$ cat src/rtl/uart_pkg.sv
// Shared UART types and parameter-legality limits, used by the receiver and
// the parametrised transmitter that follows it.
package uart_pkg;

  typedef enum logic [1:0] {
    PAR_NONE = 2'd0,
    PAR_EVEN = 2'd1,
    PAR_ODD  = 2'd2
  } parity_mode_e;

  typedef enum logic [2:0] {
    ST_IDLE      = 3'd0,
    ST_START     = 3'd1,
    ST_DATA      = 3'd2,
    ST_PARITY    = 3'd3,
    ST_STOP      = 3'd4,
    ST_WAIT_HIGH = 3'd5
  } rx_state_e;

  localparam int unsigned UART_DATA_BITS_MIN  = 5;
  localparam int unsigned UART_DATA_BITS_MAX  = 9;
  localparam int unsigned UART_STOP_BITS_MIN  = 1;
  localparam int unsigned UART_STOP_BITS_MAX  = 2;
  localparam int unsigned UART_OVERSAMPLE_MIN = 8;
  localparam int unsigned UART_OVERSAMPLE_MAX = 32;
  localparam int unsigned UART_SYNC_MIN       = 2;

  function automatic bit uart_cfg_legal(input int unsigned data_bits,
                                        input int unsigned parity_mode,
                                        input int unsigned stop_bits,
                                        input int unsigned oversample,
                                        input int unsigned sync_stages);
    return (data_bits >= UART_DATA_BITS_MIN) && (data_bits <= UART_DATA_BITS_MAX) &&
           (parity_mode <= 2) &&
           (stop_bits >= UART_STOP_BITS_MIN) && (stop_bits <= UART_STOP_BITS_MAX) &&
           (oversample >= UART_OVERSAMPLE_MIN) && (oversample <= UART_OVERSAMPLE_MAX) &&
           (oversample % 2 == 0) && (sync_stages >= UART_SYNC_MIN);
  endfunction

  function automatic logic maj3(input logic a, input logic b, input logic c);
    return (a & b) | (a & c) | (b & c);
  endfunction

endpackage

$ cat src/rtl/uart_rx_sampler.sv
// rx synchroniser, per-bit oversample counter and 3-sample majority vote.
// bit_strobe_o fires on the tick that takes the third sample; bit_val_o is valid with it.
module uart_rx_sampler
  import uart_pkg::*;
#(
  parameter int unsigned OVERSAMPLE  = 16,
  parameter int unsigned SYNC_STAGES = 2
) (
  input  logic clk_i,
  input  logic rst_ni,
  input  logic rx_i,
  input  logic baud_tick_i,
  input  logic active_i,
  input  logic clear_i,
  output logic rx_s_o,
  output logic bit_val_o,
  output logic bit_strobe_o
);

  localparam int unsigned TW = $clog2(OVERSAMPLE);
  localparam int unsigned M  = OVERSAMPLE / 2;
  localparam logic [TW-1:0] T_LAST = TW'(OVERSAMPLE - 1);
  localparam logic [TW-1:0] T_S0   = TW'(M - 1);
  localparam logic [TW-1:0] T_S1   = TW'(M);
  localparam logic [TW-1:0] T_S2   = TW'(M + 1);

  logic [SYNC_STAGES-1:0] sync_q;
  logic [TW-1:0]          tick_q, tick_d;
  logic [1:0]             samp_q, samp_d;
  logic                   tick_en;

  assign rx_s_o  = sync_q[SYNC_STAGES-1];
  assign tick_en = active_i & baud_tick_i;

  always_comb begin
    tick_d = tick_q;
    samp_d = samp_q;
    if (clear_i) begin
      tick_d = '0;
    end else if (tick_en) begin
      tick_d = (tick_q == T_LAST) ? '0 : tick_q + 1'b1;
      if (tick_q == T_S0) samp_d[0] = rx_s_o;
      if (tick_q == T_S1) samp_d[1] = rx_s_o;
    end
  end

  always_ff @(posedge clk_i or negedge rst_ni) begin
    if (!rst_ni) begin
      sync_q <= '1;
      tick_q <= '0;
      samp_q <= '0;
    end else begin
      sync_q <= {sync_q[SYNC_STAGES-2:0], rx_i};
      tick_q <= tick_d;
      samp_q <= samp_d;
    end
  end

  // Third sample is taken live on the strobe tick rather than stored.
  assign bit_strobe_o = tick_en & (tick_q == T_S2);
  assign bit_val_o    = maj3(samp_q[0], samp_q[1], rx_s_o);

endmodule

$ cat src/rtl/uart_rx_param.sv
// Parametrised UART receiver: frame FSM, shift register, parity/stop checks
// and a one-entry valid/ready holding register with overrun reporting.
//
// state        | meaning
// ST_IDLE      | waiting for rx_s low with rx_enable high
// ST_START     | verifying start bit at its centre; high majority = false start
// ST_DATA      | shifting in DATA_BITS bits, LSB first
// ST_PARITY    | checking the parity bit
// ST_STOP      | checking STOP_BITS stop bits; frame completes on the last one
// ST_WAIT_HIGH | after a framing error, waiting for the line to return high
module uart_rx_param
  import uart_pkg::*;
#(
  parameter int unsigned DATA_BITS   = 8,
  parameter int unsigned PARITY_MODE = 0,
  parameter int unsigned STOP_BITS   = 1,
  parameter int unsigned OVERSAMPLE  = 16,
  parameter int unsigned SYNC_STAGES = 2
) (
  input  logic                 clk_i,
  input  logic                 rst_ni,
  input  logic                 rx_i,
  input  logic                 rx_enable_i,
  input  logic                 baud_tick_i,
  output logic [DATA_BITS-1:0] rx_data_o,
  output logic                 rx_valid_o,
  input  logic                 rx_ready_i,
  output logic                 parity_error_o,
  output logic                 framing_error_o,
  output logic                 overrun_error_o
);

  localparam parity_mode_e PMODE    = parity_mode_e'(2'(PARITY_MODE));
  localparam logic [3:0]   BIT_LAST = 4'(DATA_BITS - 1);
  localparam logic         STP_LAST = 1'(STOP_BITS - 1);

  rx_state_e state_q, state_d;

  logic                 rx_s, bit_val, bit_strobe;
  logic                 active, start_det, shift_en, par_en, stop_en, done;
  logic [DATA_BITS-1:0] shift_q;
  logic [3:0]           bit_cnt_q;
  logic                 stop_cnt_q;
  logic                 pe_q, fe_q, fe_final, parity_bad, deliver;
  logic [DATA_BITS-1:0] data_q;
  logic                 valid_q, pe_out_q, fe_out_q, ovr_q;

  uart_rx_sampler #(
    .OVERSAMPLE  (OVERSAMPLE),
    .SYNC_STAGES (SYNC_STAGES)
  ) u_sampler (
    .clk_i        (clk_i),
    .rst_ni       (rst_ni),
    .rx_i         (rx_i),
    .baud_tick_i  (baud_tick_i),
    .active_i     (active),
    .clear_i      (start_det),
    .rx_s_o       (rx_s),
    .bit_val_o    (bit_val),
    .bit_strobe_o (bit_strobe)
  );

  assign fe_final   = fe_q | ~bit_val;
  assign parity_bad = (PMODE == PAR_ODD) ? ~(^shift_q ^ bit_val) : (^shift_q ^ bit_val);

  always_ff @(posedge clk_i or negedge rst_ni) begin
    if (!rst_ni) state_q <= ST_IDLE;
    else         state_q <= state_d;
  end

  always_comb begin
    state_d = state_q;
    unique case (state_q)
      ST_IDLE:      if (!rx_s && rx_enable_i) state_d = ST_START;
      ST_START:     if (bit_strobe) state_d = bit_val ? ST_IDLE : ST_DATA;
      ST_DATA:      if (bit_strobe && bit_cnt_q == BIT_LAST)
                      state_d = (PMODE != PAR_NONE) ? ST_PARITY : ST_STOP;
      ST_PARITY:    if (bit_strobe) state_d = ST_STOP;
      // Leaving at mid-stop-bit lets IDLE catch a start edge right after it.
      ST_STOP:      if (bit_strobe && stop_cnt_q == STP_LAST)
                      state_d = fe_final ? ST_WAIT_HIGH : ST_IDLE;
      ST_WAIT_HIGH: if (rx_s) state_d = ST_IDLE;
      default:      state_d = ST_IDLE;
    endcase
  end

  always_comb begin
    active    = 1'b0;
    start_det = 1'b0;
    shift_en  = 1'b0;
    par_en    = 1'b0;
    stop_en   = 1'b0;
    done      = 1'b0;
    unique case (state_q)
      ST_IDLE:   start_det = !rx_s && rx_enable_i;
      ST_START:  active = 1'b1;
      ST_DATA:   begin active = 1'b1; shift_en = bit_strobe; end
      ST_PARITY: begin active = 1'b1; par_en = bit_strobe; end
      ST_STOP:   begin
        active  = 1'b1;
        stop_en = bit_strobe;
        done    = bit_strobe && (stop_cnt_q == STP_LAST);
      end
      default: ;
    endcase
  end

  always_ff @(posedge clk_i or negedge rst_ni) begin
    if (!rst_ni) begin
      shift_q    <= '0;
      bit_cnt_q  <= '0;
      stop_cnt_q <= 1'b0;
      pe_q       <= 1'b0;
      fe_q       <= 1'b0;
    end else begin
      if (start_det) begin
        bit_cnt_q  <= '0;
        stop_cnt_q <= 1'b0;
        pe_q       <= 1'b0;
        fe_q       <= 1'b0;
      end
      if (shift_en) begin
        shift_q   <= {bit_val, shift_q[DATA_BITS-1:1]};
        bit_cnt_q <= bit_cnt_q + 1'b1;
      end
      if (par_en) pe_q <= parity_bad;
      if (stop_en) begin
        fe_q       <= fe_final;
        stop_cnt_q <= stop_cnt_q + 1'b1;
      end
    end
  end

  assign deliver = done && (!valid_q || rx_ready_i);

  always_ff @(posedge clk_i or negedge rst_ni) begin
    if (!rst_ni) begin
      data_q   <= '0;
      valid_q  <= 1'b0;
      pe_out_q <= 1'b0;
      fe_out_q <= 1'b0;
      ovr_q    <= 1'b0;
    end else begin
      ovr_q <= done && valid_q && !rx_ready_i;
      if (deliver) begin
        data_q   <= shift_q;
        pe_out_q <= pe_q;
        fe_out_q <= fe_final;
        valid_q  <= 1'b1;
      end else if (valid_q && rx_ready_i) begin
        valid_q <= 1'b0;
      end
    end
  end

  assign rx_data_o       = data_q;
  assign rx_valid_o      = valid_q;
  assign parity_error_o  = pe_out_q;
  assign framing_error_o = fe_out_q;
  assign overrun_error_o = ovr_q;

endmodule

$ cat config.mk
export PLATFORM = sky130hd
export DESIGN_NAME = uart_rx_param
export DESIGN_NICKNAME = d
export VERILOG_FILES = /design/src/rtl/uart_pkg.sv /design/src/rtl/uart_rx_sampler.sv /design/src/rtl/uart_rx_param.sv
export SDC_FILE = /design/constraint.sdc
export NUM_CORES = 1
export LEC_CHECK = 0
export ABC_CLOCK_PERIOD_IN_PS = 1700
export CORE_MARGIN = 2
export CORE_UTILIZATION = 50
export DETAILED_ROUTE_END_ITERATION = 8
export PLACE_DENSITY = 0.74
export SETUP_SLACK_MARGIN = 0.3
export SLEW_MARGIN = 25
export SYNTH_ARGS = -nofsm -noshare
export SYNTH_HDL_FRONTEND = slang
export SYNTH_SLANG_ARGS = --single-unit
$ cat constraint.sdc
create_clock -name clk_i -period 1.7 [get_ports clk_i]
set_input_delay 0.34 -clock clk_i [delete_from_list [all_inputs] [get_ports clk_i]]
set_output_delay 0.34 -clock clk_i [all_outputs]
set_load 0.1 [all_outputs]
==> summary.txt, run 1 <==
Synth
  – Asr flop ratio synth: 100%
  – Avg Cell Area, Syn: 12.2 µm²
  – Sequential area share after synthesis: 52.2%
  – Syn Nets: 160
  – Synth Warn #: 0
  – Mapped cell area: 1830 µm²
  – Ys flop type: dfrtp_1
  – Top cells by area, synth: dfrtp_1, mux2_2, xnor2_1, dfstp_2, nand2_1
  – Flops & latches, synth: 38
  – Share of the synthesized area in the top cell type: 49.3%
  – Most common cell in the netlist: dfrtp_1
  – Post-synth cell types: 39
  – Number of flops mapped to enable cells by yosys: 0
  – Post-synth top cells: dfrtp_1, mux2_2, nand2_1
  – Yosys top cell by area: dfrtp_1
  – Cells after Synth: 150

Global route
  – Vias in the first global route: 1,372
  – First-pass GRT wire length: 6.59 mm
  – Global route overflow: 0
  – Largest net degree at the start of global routing: 39
  – Initial antenna violation count: 0
  – GRT Util Overall: 21.0%

Die
  – Die height: 64.5 µm
  – Die width: 64.5 µm
  – Initial Util: 53.5%
  – I/O Pins: 18
  – Area of the core: 3420 µm²
  – Row cnt: 21
  – Die area: 4160 µm²

CTS
  – Worst skew pair latency: 360 ps
  – TritonCTS clock tree: done
  – Root buffer cell: clkbuf_4
  – Clock sinks: 38
  – CTS buffer count: 5
  – Max H-tree Level: 2
  – Clock Tree Buf Depth: 2
  – Worst-path clk slew: 130 ps

Detailed routing
  – Final Routed Wirelength: 4.50 mm
  – Iteration-0 DRC Markers: 94
  – Routed vias/inst: 5.60
  – 1st-pass router iterations: 4
  – DRC Markers: 0
  – WL/cell: 17.8 µm
  – Post-DRT Antenna Nets: 0
  – Via count: 1,417

Timing
  – RSZ-0062 raised after global routing: true
  – Min cycle time layout: 1650 ps
  – Setup violations, final: 0
  – Final Cycle Share: 97.1%
  – Clock skew: 22.0 ps
  – Slew @ Worst Pin: 475 ps
  – F_max: 606 MHz
  – Fin. Hold Viols: 0
  – Max-slew violations: 0
  – Max_slew headroom: 68.3%
  – Setup ws final: 49.8 ps

Cells and area
  – Layout fillers: 182
  – Area added between synthesis and finish: 49.4%
  – Nets: 216
  – Fin util: 80.0%
  – Design Area, Final: 2730 µm²
  – Register area: 958 µm²
  – Area of the multi-input gates: 1040 µm²
  – Diode count: 0
  – Share of layout cells above drive strength 1: 54.6%

Power
  – PwrDens: 881 nW/µm²
  – Sw Pwr: 0.000832 W
  – VDD IR max: 0.755 mV
  – Logic pwr share: 35.6%
  – Leakage power: 1.23 nW
  – Flop pwr share: 45.0%
  – Switching Share: 34.6%
  – Clock power share: 19.5%
  – Int Pwr: 0.00158 W

Placed design
  – Dpl hpwl: 2.49 mm
  – Place WS: -286 ps
  – I/O Buffers: 17
  – Cell area after placement: 2300 µm²
  – GP Congestion: 0.861

Critical path
  – Crit path DAT: 1890 ps
  – Critical Path RT: 1940 ps
  – Crit-path max FO: 3
  – Nature of the critical path startpoint: flop
  – CP Capture Type: flop
  – Kind of critical path: flop to flop

Flow run
  – Max_cap viols: 0

Worst hold path
  – Worst hold path class: input port to async pin

Outcome
  – Status: complete, no violations
cell families after synthesis:
group / share of synthesized area (%)
AO/OA/AOI/OAI: 6.78
XOR/XNOR: 5.07
adder cells (fa/ha/maj): 3.29
buffers and inverters: 2.46
flip-flops: 52.2
multiplexers: 14.3
AND/OR/NAND/NOR: 15.9
flip-flops by register name (all words and copies together), names as in the netlist, 2 cells and up:
| register | count |
|---|---|
| u_sampler.samp_q | 2 |
| shift_q | 8 |
| u_sampler.sync_q | 2 |
| rx_data_o | 8 |
| state_q | 3 |
| bit_cnt_q | 4 |
| u_sampler.tick_q | 4 |
power groups by stage:
stage	Clock, W	Sequential [W]	Combinational [W]
after floorplan	0	0.00107	0.000381
after global placement	0	0.00108	0.000554
after detailed placement	0	0.00109	0.000575
after CTS	0.000469	0.00107	0.000690
after global routing	0.000518	0.00109	0.000921
final	0.000469	0.00108	0.000856
metrics by stage:
stage,cells,TNS [ps],power (W),hold slack [ps]
6_report,253,0,0.00241,5.20
4_1_cts,242,0,0.00223,29.3
3_3_place_gp,224,-4620,0.00163,346
3_5_place_dp,224,-5670,0.00166,347
2_1_floorplan,150,-29.1,0.00145,44.4
5_1_grt,253,-36.5,0.00253,28.8
cell type report:
cell class,count,area share (%)
multi-input combinational,106,38.3
clock buffer,6,1.51
clock inverter,2,0.366
tap,46,2.11
inverter,2,0.275
timing repair buffer,53,22.4
sequential,38,35.1
layer usage:
layer,global-route usage [%],part of all wire (%),vias to the layer above
li1,-,-,644
met1,27.3,43,718
met2,33.6,49,46
met3,6.94,5.2,9
met4,6.65,2.3,0
met5,0,0,-
worst max-delay path, cell delays in order, from the launching register on:
cell and delay, ps:
dfrtp_1 400, inv_2 80, ha_4 140, nand4b_4 120
buf_4 180, buf_4 140, a2111oi_4 360, o22ai_1 120
what timing repair did:
item	in CTS	in global routing
setup buffers	9	10
hold buffers	0	0
pin swaps	3	17
endpoints found under the setup margin	32	34
resized for setup	25	22
cloned	1	1
placed cells by master, fill, tap and decap left out, types with 5 or more instances in the layout:
cell      instances
mux2_2           10
buf_12           14
dfrtp_1          32
xnor2_1           6
mux2_4           12
nand3_1           6
buf_4            30
clkbuf_4          5
nand2_1          11
final timing paths:
kind	from	slack [ps]	end	depth (start not counted)
max	u_sampler.tick_q[1]	50	state_q[2]	7
min	rst_ni	5	framing_error_o	2
max reg2reg	u_sampler.tick_q[1]	50	state_q[2]	7
min reg2reg	u_sampler.sync_q[0]	360	u_sampler.sync_q[1]	0
max in group asynchronous	rst_ni	1310	u_sampler.sync_q[1]	2
min in group clk_i	u_sampler.sync_q[0]	360	u_sampler.sync_q[1]	0
Note: power is estimated with default switching activity, not from simulation.
==> inputs of run 2 (changes only) <==
--- a/config.mk
+++ b/config.mk
@@ -6,9 +6,11 @@
 export NUM_CORES = 1
 export LEC_CHECK = 0
 export ABC_CLOCK_PERIOD_IN_PS = 1700
+export CAP_MARGIN = 40
 export CORE_MARGIN = 2
 export CORE_UTILIZATION = 50
 export DETAILED_ROUTE_END_ITERATION = 8
+export GPL_ROUTABILITY_DRIVEN = 0
 export PLACE_DENSITY = 0.74
 export SETUP_SLACK_MARGIN = 0.3
 export SLEW_MARGIN = 25
==> results of run 2 <==
The final DEF is identical to that of run 1; final timing and power are the same.
